===== src/rtl/mem_access_pkg.sv =====
// Shared types and constants for the memory access unit.
// Imported by the arbiter and the top-level FSM.
package mem_access_pkg;

    typedef enum logic [1:0] {
        IDLE   = 2'd0,
        ACCESS = 2'd1,
        RESP   = 2'd2
    } state_t;

    typedef enum logic {
        PORT_INST = 1'b0,
        PORT_DATA = 1'b1
    } port_sel_t;

    localparam int ARB_FIXED = 0;
    localparam int ARB_RR    = 1;

endpackage


===== src/rtl/mem_arbiter.sv =====
// Two-way arbiter between the instruction and data ports.
// Fixed data priority or round-robin on contention.
module mem_arbiter
    import mem_access_pkg::*;
#(
    parameter int ARB_MODE = ARB_FIXED
) (
    input  logic      clk,
    input  logic      rst,
    input  logic      inst_req,
    input  logic      data_req,
    input  logic      grant_en,
    output port_sel_t gnt
);

    port_sel_t last_q;

    always_comb begin
        gnt = PORT_INST;
        unique case (1'b1)
            (inst_req && data_req): begin
                if (ARB_MODE == ARB_RR && last_q == PORT_DATA)
                    gnt = PORT_INST;
                else
                    gnt = PORT_DATA;
            end
            (data_req && !inst_req): gnt = PORT_DATA;
            default:                 gnt = PORT_INST;
        endcase
    end

    // Reset points at inst so the first contested grant goes to data.
    always_ff @(posedge clk or negedge rst) begin
        if (!rst)
            last_q <= PORT_INST;
        else if (grant_en)
            last_q <= gnt;
    end

endmodule


===== src/rtl/mem_access_unit.sv =====
// Shares one memory bus between an instruction and a data port.
// IDLE grants a port, ACCESS drives the strobe, RESP pulses ack.
module mem_access_unit
    import mem_access_pkg::*;
#(
    parameter int DATA_W   = 16,
    parameter int ADDR_W   = 16,
    parameter int TIMEOUT  = 255,
    parameter int ARB_MODE = 0
) (
    input  logic              clk,
    input  logic              rst,
    input  logic              inst_req,
    input  logic [ADDR_W-1:0] inst_addr,
    output logic              inst_ack,
    output logic [DATA_W-1:0] inst_data,
    input  logic              data_req,
    input  logic              data_we,
    input  logic [ADDR_W-1:0] data_addr,
    input  logic [DATA_W-1:0] data_wdata,
    output logic              data_ack,
    output logic [DATA_W-1:0] data_rdata,
    output logic              err,
    output logic              readMM,
    output logic              writeMM,
    output logic [ADDR_W-1:0] addrBus,
    output logic [DATA_W-1:0] dataBusOut,
    input  logic [DATA_W-1:0] dataBusIn,
    input  logic              readyMEM,
    output logic              busy
);

    localparam bit TO_EN = (TIMEOUT > 0);
    localparam int CNT_W = TO_EN ? $clog2(TIMEOUT + 1) : 1;
    localparam int LAST  = TO_EN ? TIMEOUT - 1 : 0;
    localparam logic [CNT_W-1:0] CNT_LAST = CNT_W'(LAST);

    state_t            state_q, state_d;
    port_sel_t         sel_q, gnt;
    logic              we_q, err_q;
    logic [ADDR_W-1:0] addr_q;
    logic [DATA_W-1:0] wdata_q, inst_data_q, data_rdata_q;
    logic [CNT_W-1:0]  wait_q;
    logic              any_req, start, done, timeout;

    assign any_req = inst_req | data_req;
    assign start   = (state_q == IDLE) && any_req;
    assign done    = (state_q == ACCESS) && readyMEM;
    // Abort on the edge where the wait count would reach TIMEOUT.
    assign timeout = TO_EN && (state_q == ACCESS) && !readyMEM
                     && (wait_q == CNT_LAST);

    mem_arbiter #(
        .ARB_MODE (ARB_MODE)
    ) u_arb (
        .clk      (clk),
        .rst      (rst),
        .inst_req (inst_req),
        .data_req (data_req),
        .grant_en (start),
        .gnt      (gnt)
    );

    always_ff @(posedge clk or negedge rst) begin
        if (!rst)
            state_q <= IDLE;
        else
            state_q <= state_d;
    end

    always_comb begin
        state_d = state_q;
        unique case (state_q)
            IDLE:    if (any_req) state_d = ACCESS;
            ACCESS:  if (readyMEM || timeout) state_d = RESP;
            RESP:    state_d = IDLE;
            default: state_d = IDLE;
        endcase
    end

    always_ff @(posedge clk or negedge rst) begin
        if (!rst) begin
            sel_q        <= PORT_INST;
            we_q         <= 1'b0;
            addr_q       <= '0;
            wdata_q      <= '0;
            wait_q       <= '0;
            err_q        <= 1'b0;
            inst_data_q  <= '0;
            data_rdata_q <= '0;
        end else begin
            if (start) begin
                sel_q <= gnt;
                if (gnt == PORT_DATA) begin
                    addr_q  <= data_addr;
                    wdata_q <= data_wdata;
                    we_q    <= data_we;
                end else begin
                    addr_q  <= inst_addr;
                    wdata_q <= '0;
                    we_q    <= 1'b0;
                end
            end

            if (state_q == ACCESS && !readyMEM)
                wait_q <= wait_q + CNT_W'(1);
            else
                wait_q <= '0;

            if (done) begin
                err_q <= 1'b0;
                if (!we_q) begin
                    if (sel_q == PORT_DATA)
                        data_rdata_q <= dataBusIn;
                    else
                        inst_data_q <= dataBusIn;
                end
            end else if (timeout) begin
                err_q <= 1'b1;
                if (sel_q == PORT_DATA)
                    data_rdata_q <= '0;
                else
                    inst_data_q <= '0;
            end
        end
    end

    assign readMM     = (state_q == ACCESS) && !we_q;
    assign writeMM    = (state_q == ACCESS) && we_q;
    assign addrBus    = addr_q;
    assign dataBusOut = wdata_q;
    assign inst_ack   = (state_q == RESP) && (sel_q == PORT_INST);
    assign data_ack   = (state_q == RESP) && (sel_q == PORT_DATA);
    assign err        = (state_q == RESP) && err_q;
    assign busy       = (state_q != IDLE);
    assign inst_data  = inst_data_q;
    assign data_rdata = data_rdata_q;

endmodule


===== config.mk =====
export PLATFORM = sky130hd
export DESIGN_NAME = mem_access_unit
export DESIGN_NICKNAME = d
export VERILOG_FILES = /design/src/rtl/mem_access_pkg.sv /design/src/rtl/mem_arbiter.sv /design/src/rtl/mem_access_unit.sv
export SDC_FILE = /design/constraint.sdc
export NUM_CORES = 1
export LEC_CHECK = 0
export ABC_AREA = 1
export BUFFER_PORTS_ARGS = -buffer_cell sky130_fd_sc_hd__clkbuf_2
export CAP_MARGIN = 40
export CORE_MARGIN = 4
export CORE_UTILIZATION = 48
export DETAILED_ROUTE_END_ITERATION = 8
export HOLD_SLACK_MARGIN = 0.15
export PLACE_DENSITY = 0.87
export REMOVE_ABC_BUFFERS = 1
export SLEW_MARGIN = 20
export SYNTH_ARGS = -nofsm -noshare
export SYNTH_HDL_FRONTEND = slang
export SYNTH_HIERARCHICAL = 1
export SYNTH_SLANG_ARGS = --single-unit

===== constraint.sdc =====
create_clock -name clk -period 1.8 [get_ports clk]
set_clock_uncertainty 0.15 [all_clocks]
set_input_delay 0 -clock clk [delete_from_list [all_inputs] [get_ports clk]]
set_output_delay 0 -clock clk [all_outputs]
set_load 0.02 [all_outputs]

==> metrics.txt <==
status=finished clean; initial core utilization=50.00%; sequential share of power=36.6%; yosys warns=6; Gate Count Post-Synth=389; # IOs=140; CP Buf/Inv Count=3; Worst-path clk slew=80 ps; Seq cells post-synth=77; Fillers=466; WL/cell=15.79 um; antenna viol nets, final=0; HPWL after DPL=6335 um; setup ws final=69.30 ps; Post-Place Worst Slack=144.0 ps; Worst Tran Pin Value=544.9 ps; Worst setup EP type=register; final max-slew violation count=0; fin util=76.45%; share of power burned in combinational logic=45.6%; Clock Sinks=77; maxcap violations=0; Worst Hold Slack=281.4 ps; CP Class=register to register; CP peak stage delay=560 ps; Clock Path Buffers=2; die area=8616 um2; Pre-antenna DRT Iters=4; Rel. slew slack=63.67%; antenna violations before repair=0; Final period util=96.15%; Via-to-Cell Ratio=5.185; GPL Wtd Cong=0.8505; DR DRC count=0; Crit Path Max Fanout=6; Finish-stage setup viols=0; commonest cells in the netlist=90 x nand2_1, 77 x dfrtp_1, 50 x nand3_1, 44 x nor2_1, 25 x inv_1; post-synthesis sequential area ratio=55.80%; Multi-input gate area=1311 um2; slowest stage cell, crit path=dlygate4sd3_1; share of cells above drive strength 1=30.07%; number of global-route vias before repair=3894; Fin. Hold Viols=0; distinct cell type count after synthesis=27; min-delay worst type=input port to register; Final min period=1731 ps; clock latency on the worst-skew pair=340 ps; overall routing resource usage=27.39%; Psw=3353 uW; top cell type by total area after synthesis=dfrtp_1; worst vdd ir=0.001310 V; EDFF count, synth=0; Core Area=6907 um2; H-Tree Level Count=3; mapped cell area=3453 um2; CTS tree=done; Highest Clock Rate=577.8 MHz; Arr. time, crit path=1870 ps; top cell family by delay on the critical path=buffers and inverters; CTS buffer count=9; Pwr Density=1434 nW/um2; Vias=3671; gr ovfl total=0; Async SR Flop Fraction=100.0%; number of port buffers=139; crit start category=register; # diodes=0; final net count=679; Mean Syn Cell Area=8.877 um2; Register Area=1927 um2; first-pass GRT wire length=18530 um; initial DRC count=190; WL final=11180 um; count leader, synth=nand2_1; Synth top area share=55.80%; P&R area growth vs syn=52.90%; Cell Rows=30; Worst Path Required=1940 ps; Synth Flop Type=dfrtp_1; Clk pwr share=17.7%; leak pwr=0.002899 uW; sw frac=44.29%; synth top area cells=dfrtp_1 56%, nand2_1 9.8%, nand3_1 7.2%; largest net degree at the start of global routing=45; Clock Tree Root=clkbuf_8; internal cell power=4217 uW; CP cell instances=inv_2, nand2_4, nor2_4, buf_6, nand3_1, dlygate4sd3_1, nand2_1; Die W=92.82 um; Die Y=92.82 um
through the flow:
stage                     setup TNS (ps)  total power (uW)  area (um2)  std cells
after floorplan                   -10940              4480        3333        368
after global placement                 0              5674        4262        612
after detailed placement               0              5777        4262        612
after CTS                              0              7365        5270        708
after global routing              -11.91              8021        5280        708
final                                  0              7570        5280        708
power groups by stage:
stage | clock network, uW | logic [uW] | registers, uW
after global placement | 0 | 2970 | 2710
after global routing | 1450 | 3750 | 2820
after detailed placement | 0 | 3060 | 2710
final | 1340 | 3460 | 2770
after floorplan | 0 | 1070 | 3410
after CTS | 1380 | 3280 | 2700
sequential cells by signal, indices dropped and copies added, names as in the netlist:
signal      flops
inst_data      16
dataBusOut     16
state_q         2
we_q            1
addrBus        16
data_rdata     16
err_q           1
sel_q           1
wait_q          8
metal layers:
metal  part of all wire [%]  GRT usage [%]
met1                     40          33.56
met2                     48          45.47
met3                    9.7          7.555
met4                    2.6          11.48
met5                      0              0
cells by family (layout without fill, tap and decap cells):
logic type,after synthesis,count (layout),synth area share [%]
muxes,16,16,4.638
xor gates and xnor gates,1,1,0.2537
adders and majority gates,2,2,0.7245
DFF,77,77,55.80
and+or+nand+nor,202,202,25.98
buffers and inverters,50,273,6.630
AOI/OAI and AO/OA,41,41,5.979
cell usage in the layout (no fill, tap or decap), drive strengths merged, types with 2 or more instances in the layout:
cell type / instances
a21oi: 20
buf: 14
clkbuf: 148
clkinv: 5
dfrtp: 77
dlygate4sd3: 76
ha: 2
inv: 29
mux2i: 16
nand2: 96
nand3: 51
nor2: 49
nor3: 4
o21ai: 20
final timing paths:
kind,startpoint,to,slack [ps],depth (start not counted)
worst max register to register,state_q[1],dataBusOut[11],70,7
min in group asynchronous,rst,state_q[0],620,3
worst min register to register,inst_data[12],inst_data[12],330,2
worst max-delay path,state_q[1],dataBusOut[11],70,7
max in group asynchronous,rst,inst_data[1],320,4
worst min-delay path,data_wdata[0],dataBusOut[0],280,4
cell type report:
class / count / share of cell area [%]
Timing Repair Buffer: 228 / 30.40
Inverter: 29 / 2.062
Clock buffer: 10 / 2.607
Clock inverter: 6 / 1.327
Multi-Input combinational cell: 262 / 24.83
Tap cell: 96 / 2.275
Sequential cell: 77 / 36.49
worst register-to-register path, delay by kind of cell, from the launching register on:
kind	cells	cell delay, ps
buffers and inverters	3	790
DFF	1	400
and+or+nand+nor	4	340
repair_timing:
action,4_1_cts,5_1_grt
endpoints found under the hold margin,154,3
setup endpoints to repair,0,7
gates resized for setup,0,5
buffers inserted,0,4
hold buffers,80,1
Note: power is estimated with default switching activity, not from simulation.
